[config.mk]
export PLATFORM = sky130hd
export DESIGN_NAME = uart_tx_fifo
export DESIGN_NICKNAME = d
export VERILOG_FILES = /design/src/rtl/uart_pkg.sv /design/src/rtl/sync_fifo.sv /design/src/rtl/uart_tx_fifo.sv
export SDC_FILE = /design/constraint.sdc
export NUM_CORES = 1
export LEC_CHECK = 0
export CORE_MARGIN = 2
export CORE_UTILIZATION = 50
export DETAILED_ROUTE_END_ITERATION = 7
export PLACE_DENSITY = 0.69
export SYNTH_ARGS = -nofsm -noshare
export SYNTH_HDL_FRONTEND = slang
export SYNTH_SLANG_ARGS = --single-unit
export TNS_END_PERCENT = 10
[constraint.sdc]
create_clock -name clk -period 2.6 [get_ports clk]
set_input_delay 0.26 -clock clk [delete_from_list [all_inputs] [get_ports clk]]
set_output_delay 0.26 -clock clk [all_outputs]
set_load 0.05 [all_outputs]
[src/rtl/uart_pkg.sv]
// Shared UART definitions for the transmit and receive paths.
package uart_pkg;

   typedef enum logic [1:0] {IDLE, START, DATA, STOP} uart_state_t;

   localparam int unsigned UART_DATA_BITS = 8;

   function automatic int unsigned clks_per_bit(input int unsigned clk_hz,
                                                input int unsigned baud);
      return clk_hz / baud;
   endfunction

endpackage

[src/rtl/sync_fifo.sv]
// Single-clock FIFO with registered occupancy; the head entry is presented on rd_data
// whenever the FIFO is not empty.
module sync_fifo #(
   parameter int unsigned WIDTH = 8,
   parameter int unsigned DEPTH = 4
) (
   input  logic                     clk,
   input  logic                     rst,
   input  logic [WIDTH-1:0]         wr_data,
   input  logic                     wr_en,
   input  logic                     rd_en,
   output logic [WIDTH-1:0]         rd_data,
   output logic                     full,
   output logic                     empty,
   output logic [$clog2(DEPTH):0]   count
);

   localparam int unsigned AW = $clog2(DEPTH);
   localparam int unsigned CW = AW + 1;

   logic [WIDTH-1:0] mem_q [DEPTH];
   logic [AW-1:0]    wr_ptr_q, rd_ptr_q;
   logic [CW-1:0]    count_q, count_d;
   logic             do_wr, do_rd;

   assign full  = (count_q == CW'(DEPTH));
   assign empty = (count_q == '0);
   assign count = count_q;
   assign rd_data = mem_q[rd_ptr_q];

   assign do_wr = wr_en && !full;
   assign do_rd = rd_en && !empty;

   always_comb begin
      count_d = count_q;
      unique case ({do_wr, do_rd})
         2'b10:   count_d = count_q + CW'(1);
         2'b01:   count_d = count_q - CW'(1);
         default: count_d = count_q;
      endcase
   end

   // Pointers wrap naturally because DEPTH is a power of two.
   always_ff @(posedge clk) begin
      if (rst) begin
         wr_ptr_q <= '0;
         rd_ptr_q <= '0;
         count_q  <= '0;
      end else begin
         count_q <= count_d;
         if (do_wr) wr_ptr_q <= wr_ptr_q + AW'(1);
         if (do_rd) rd_ptr_q <= rd_ptr_q + AW'(1);
      end
   end

   always_ff @(posedge clk) begin
      if (do_wr) mem_q[wr_ptr_q] <= wr_data;
   end

endmodule

[src/rtl/uart_tx_fifo.sv]
// 8N1 UART transmitter fed by a small input FIFO; frames go out back-to-back while
// the FIFO holds data.
module uart_tx_fifo
   import uart_pkg::*;
#(
   parameter int unsigned CLK_HZ     = 12_000_000,
   parameter int unsigned BAUD       = 9600,
   parameter int unsigned FIFO_DEPTH = 4
) (
   input  logic                          clk,
   input  logic                          rst,
   input  logic [7:0]                    tx_data,
   input  logic                          tx_valid,
   output logic                          tx_ready,
   output logic                          UART_TX,
   output logic                          busy,
   output logic [$clog2(FIFO_DEPTH):0]   fifo_count
);

   localparam int unsigned CLKS_PER_BIT = clks_per_bit(CLK_HZ, BAUD);
   localparam int unsigned BW = $clog2(CLKS_PER_BIT);

   if (CLKS_PER_BIT < 2) begin : g_cpb_check
      $error("uart_tx_fifo: CLKS_PER_BIT must be at least 2");
   end
   if (FIFO_DEPTH < 2 || (FIFO_DEPTH & (FIFO_DEPTH - 1)) != 0) begin : g_depth_check
      $error("uart_tx_fifo: FIFO_DEPTH must be a power of two, >= 2");
   end

   uart_state_t state_q, state_d;
   logic [BW-1:0] baud_q, baud_d;
   logic [2:0]    bit_q, bit_d;
   logic [7:0]    shift_q, shift_d;
   logic          tx_q, tx_d;
   logic          pop, full, empty, bit_end;
   logic [7:0]    rd_data;

   sync_fifo #(
      .WIDTH (8),
      .DEPTH (FIFO_DEPTH)
   ) u_fifo (
      .clk     (clk),
      .rst     (rst),
      .wr_data (tx_data),
      .wr_en   (tx_valid),
      .rd_en   (pop),
      .rd_data (rd_data),
      .full    (full),
      .empty   (empty),
      .count   (fifo_count)
   );

   assign tx_ready = !full;
   assign UART_TX  = tx_q;
   assign busy     = (state_q != IDLE) || !empty;
   assign bit_end  = (baud_q == BW'(CLKS_PER_BIT - 1));

   always_comb begin
      state_d = state_q;
      baud_d  = bit_end ? '0 : baud_q + BW'(1);
      bit_d   = bit_q;
      shift_d = shift_q;
      tx_d    = tx_q;
      pop     = 1'b0;
      case (state_q)
         IDLE: begin
            baud_d = '0;
            tx_d   = 1'b1;
            if (!empty) begin
               pop     = 1'b1;
               shift_d = rd_data;
               tx_d    = 1'b0;
               state_d = START;
            end
         end
         START: begin
            if (bit_end) begin
               tx_d    = shift_q[0];
               shift_d = shift_q >> 1;
               bit_d   = '0;
               state_d = DATA;
            end
         end
         DATA: begin
            if (bit_end) begin
               if (bit_q == 3'(UART_DATA_BITS - 1)) begin
                  tx_d    = 1'b1;
                  state_d = STOP;
               end else begin
                  tx_d    = shift_q[0];
                  shift_d = shift_q >> 1;
                  bit_d   = bit_q + 3'd1;
               end
            end
         end
         STOP: begin
            // Chain straight into the next start bit so a stream has no idle gap.
            if (bit_end) begin
               if (!empty) begin
                  pop     = 1'b1;
                  shift_d = rd_data;
                  tx_d    = 1'b0;
                  state_d = START;
               end else begin
                  state_d = IDLE;
               end
            end
         end
         default: begin
            state_d = IDLE;
            tx_d    = 1'b1;
         end
      endcase
   end

   always_ff @(posedge clk) begin
      if (rst) begin
         state_q <= IDLE;
         baud_q  <= '0;
         bit_q   <= '0;
         shift_q <= '0;
         tx_q    <= 1'b1;
      end else begin
         state_q <= state_d;
         baud_q  <= baud_d;
         bit_q   <= bit_d;
         shift_q <= shift_d;
         tx_q    <= tx_d;
      end
   end

endmodule

==> out/summary.txt <==
Vias in the first global route: 1,739
Clk Latency, worst-skew pair: 350 ps
Most used routing layer: met2
Sink of the worst hold path: baud_q[0]
Total Negative Setup Slacks: 0 ps
Status: finished clean
First-pass DRT Iterations: 4
Cell depth of the worst min-delay path: 1
Initial antenna violation count: 0
Area share of and/or/nand/nor cells after synthesis: 11.9%
Startpoint class of the critical path: register
Crit Path Max Fanout: 6
Ys async rst share: 0%
Launch point of the worst hold path: baud_q[0]
Nature of the critical path endpoint: register
CTS H-tree depth: 3
Hold violation total from the final report: 0
Signal arrival time at the worst endpoint: 2730 ps
Largest net degree at the start of global routing: 24
Met1 usage: 24.3%
Total Power Consumption: 3.89 mW
Clk root buf: sky130_fd_sc_hd__clkbuf_8
HPWL after detailed placement: 3350 um
Fin Clk Skew: 15.2 ps
Xor and xnor fraction of the mapped netlist area: 3.56%
Ant diodes: 0
Starting density of the core: 52.6%
Proportion of synthesized area in mux cells: 8.48%
Critical path data required time: 2880 ps
Boundary pin count: 17
Class of the tightest hold or removal check: reg -> reg
Post-detailed-route count of antenna-violating nets: 0
Ratio of total power to cell area: 1140 mW/mm2
Clock tree from TritonCTS: built
Worst IR Drop VDD: 0.000594 V
Synth Warn #: 0
GR Overflow Total: 0
Average footprint of a synthesized cell: 12.4 um2
Inserted Clock Buffers: 9
Slew at the pin with the worst max-slew slack: 577 ps
Worst slew margin relative to its limit: 61.3%
Grt met3 use: 7.00%
Total routed wirelength: 4980 um
Wire per inst: 14.8 um
Grt met2 use: 24.5%
Number of sinks on the clock net: 66
Y dimension of the die: 80.8 um
Complex-gate fraction of the synthesized area: 10.8%
Final setup violation count: 0
Dominant combinational cell family by area after synthesis: simple AND/OR/NAND/NOR gates
Worst Setup Slack, final: 154 ps
Final worst path period need: 2450 ps
Post-CTS clock slew at the launch and capture registers of the worst setup and hold paths: 80 ps
Achievable frequency: 409 MHz
Number of synthesized register bits: 66
Reg-to-reg slack, setup: 150 ps
Final max-slew violation count: 0
Part of the Yosys area used for sequential elements: 55.6%
Maximum buffer depth of the clock tree: 2
Post-synth EDFFs: 32
Final cell count without fillers: 337
Number of cells on the worst reg-to-reg path: 9
Width of the chip: 80.8 um
Overall track demand over capacity in global routing: 17.5%
Mapped Area: 0.00295 mm2
Die Footprint: 0.00653 mm2
Final GP Congestion: 0.797
Post-synth cell types: 46
Setup repair after global routing missed its margin: no
Detail-routed via count per cell: 5.57
Number of cell rows: 27
Launch point of the worst reg-to-reg path: baud_q[2]
Final-layout fill cell count: 457
Share of post-route cells with drive strength above 1: 17.4%
Reported max-cap violation count: 0
Leakage power total: 1.19 nW
Endpoint of the worst-slack reg-to-reg timing path: u_fifo.count[2]
Synth Flop Type: sky130_fd_sc_hd__dfxtp_1
Kind of critical path: reg -> reg
Final clock period utilization by the worst path: 94.1%
Total via count after detailed routing: 1,876
Post-Place Worst Slack: 75.0 ps
Syn Inst Count: 238
Detailed Route Iter0 Violations: 100
Area inside the core boundary: 0.00561 mm2
Adder-Cell Fraction of Synth Area: 6.61%
Synthesized net count: 264
Dpl cells: 319
First-pass GRT wire length: 8470 um
Number of remaining DRC errors: 0
Count of buffers inserted at the top-level ports: 16
Net count reported at finish: 286
Synth-to-layout area growth: 16.1%
## worst max-delay path by stage
stage          slack [ps]  cells after the start               to       startpoint
2_1_floorplan          10                      9  u_fifo.count[2]  u_fifo.count[2]
3_3_place_gp          160                     10  u_fifo.count[2]        baud_q[0]
3_5_place_dp           80                     10  u_fifo.count[2]        baud_q[0]
4_1_cts                40                     10  u_fifo.count[2]        baud_q[0]
5_1_grt                20                      9  u_fifo.count[2]        baud_q[2]
6_report              150                      9  u_fifo.count[2]        baud_q[2]
## through the flow
stage	hold slack [ps]	utilization, %	area [um2]
final	452	61.1	3430
after global routing	486	61.1	3430
after CTS	488	60.4	3380
after detailed placement	470	56.6	3180
after global placement	462	56.6	3180
after floorplan	359	-	2960
## cell type report
class	instances	area [um2]	area share, %
Inverter	10	37.5	1.10
Timing Repair Buffer	21	198	5.77
Sequential cell	66	1650	48.1
Multi-Input combinational cell	152	1250	36.4
Clock inverter	7	83.8	2.45
Clock buffer	9	124	3.61
Tap cell	72	90.1	2.63
## registers in the layout, summed over array words and instances, names as in the netlist, named ones only
| signal | flops |
|---|---|
| shift_q | 8 |
| bit_q | 3 |
| state_q | 2 |
| baud_q | 11 |
| u_fifo.mem_q | 32 |
| u_fifo.count | 3 |
| u_fifo.wr_ptr_q | 2 |
| UART_TX | 1 |
| u_fifo.rd_ptr_q | 2 |
## metal layers
layer / share of wire [%] / wire [um] / vias to the layer above
met3: 4.4 / 217 / 7
met1: 50 / 2510 / 897
met4: 1.5 / 74 / 0
met5: 0 / 0 / -
met2: 44 / 2180 / 31
li1: - / - / 941
## critical path, stage by stage, from the launching register on
cell and delay, ps:
sky130_fd_sc_hd__dfxtp_1 400, sky130_fd_sc_hd__nor4_4 410, sky130_fd_sc_hd__a41oi_4 180, sky130_fd_sc_hd__nor2_2 120, sky130_fd_sc_hd__ha_2 190, sky130_fd_sc_hd__inv_1 50, sky130_fd_sc_hd__fa_1 390, sky130_fd_sc_hd__xor2_1 170
sky130_fd_sc_hd__or3_1 310, sky130_fd_sc_hd__a21oi_1 140
## synthesized netlist by cell type (5+ instances only)
library cell	instances	area share, %
sky130_fd_sc_hd__ha_1	14	5.9
sky130_fd_sc_hd__nor3_1	5	0.85
sky130_fd_sc_hd__mux4_2	8	6.1
sky130_fd_sc_hd__xnor2_1	5	1.5
sky130_fd_sc_hd__edfxtp_1	32	33
sky130_fd_sc_hd__a311oi_1	7	2.1
sky130_fd_sc_hd__nor2_1	20	2.5
sky130_fd_sc_hd__mux2i_1	7	2.4
sky130_fd_sc_hd__nand2_1	10	1.3
sky130_fd_sc_hd__inv_1	10	1.3
sky130_fd_sc_hd__a21oi_1	19	3.2
sky130_fd_sc_hd__dfxtp_1	34	23
sky130_fd_sc_hd__xor2_1	7	2.1
sky130_fd_sc_hd__and3_1	5	1.1
## where the power goes
group | internal, mW | leakage, nW | switching (mW)
combinational | 0.661 | 0.514 | 0.895
sequential | 1.29 | 0.573 | 0.139
clock | 0.461 | 0.103 | 0.446
## repair_timing
action	4_1_cts	5_1_grt
resized for setup	0	7
hold buffers	0	0
setup endpoints to repair	0	1
setup buffers	0	2
## layout by cell type, fill, tap and decap left out, types with 2 or more instances in the layout
cell type / netlist / final
sky130_fd_sc_hd__a31o_2: 2 / 2
sky130_fd_sc_hd__nor3_1: 5 / 5
sky130_fd_sc_hd__nand4b_1: 2 / 2
sky130_fd_sc_hd__nand3_1: 3 / 3
sky130_fd_sc_hd__edfxtp_1: 32 / 32
sky130_fd_sc_hd__mux4_2: 8 / 8
sky130_fd_sc_hd__o21ai_0: 3 / 3
sky130_fd_sc_hd__ha_1: 14 / 13
sky130_fd_sc_hd__a311oi_1: 7 / 7
sky130_fd_sc_hd__and3_1: 5 / 5
sky130_fd_sc_hd__a32oi_1: 2 / 2
sky130_fd_sc_hd__nand4_1: 3 / 3
sky130_fd_sc_hd__xor2_1: 7 / 7
sky130_fd_sc_hd__o41ai_1: 2 / 2
sky130_fd_sc_hd__or3_1: 4 / 4
sky130_fd_sc_hd__xnor2_1: 5 / 5
sky130_fd_sc_hd__clkdlybuf4s50_1: 0 / 16
sky130_fd_sc_hd__clkbuf_8: 0 / 9
sky130_fd_sc_hd__inv_1: 10 / 10
sky130_fd_sc_hd__inv_6: 0 / 3
sky130_fd_sc_hd__and2_1: 2 / 2
sky130_fd_sc_hd__dfxtp_2: 0 / 5
sky130_fd_sc_hd__nand2_1: 10 / 10
sky130_fd_sc_hd__buf_4: 1 / 5
sky130_fd_sc_hd__nor2b_1: 2 / 2
sky130_fd_sc_hd__a21oi_1: 19 / 19
sky130_fd_sc_hd__a211oi_1: 3 / 3
sky130_fd_sc_hd__dfxtp_1: 34 / 29
sky130_fd_sc_hd__mux2i_1: 7 / 7
sky130_fd_sc_hd__nor2_1: 20 / 19
## cells by family (layout without fill, tap and decap cells)
kind of cell,Yosys count,in the layout
DFF,66,66
muxes,15,15
adders and majority gates,15,15
AOI/OAI and AO/OA,46,46
buffers and inverters,20,47
xor gates and xnor gates,12,12
and+or+nand+nor,64,64
(Power assumes the default switching activity.)
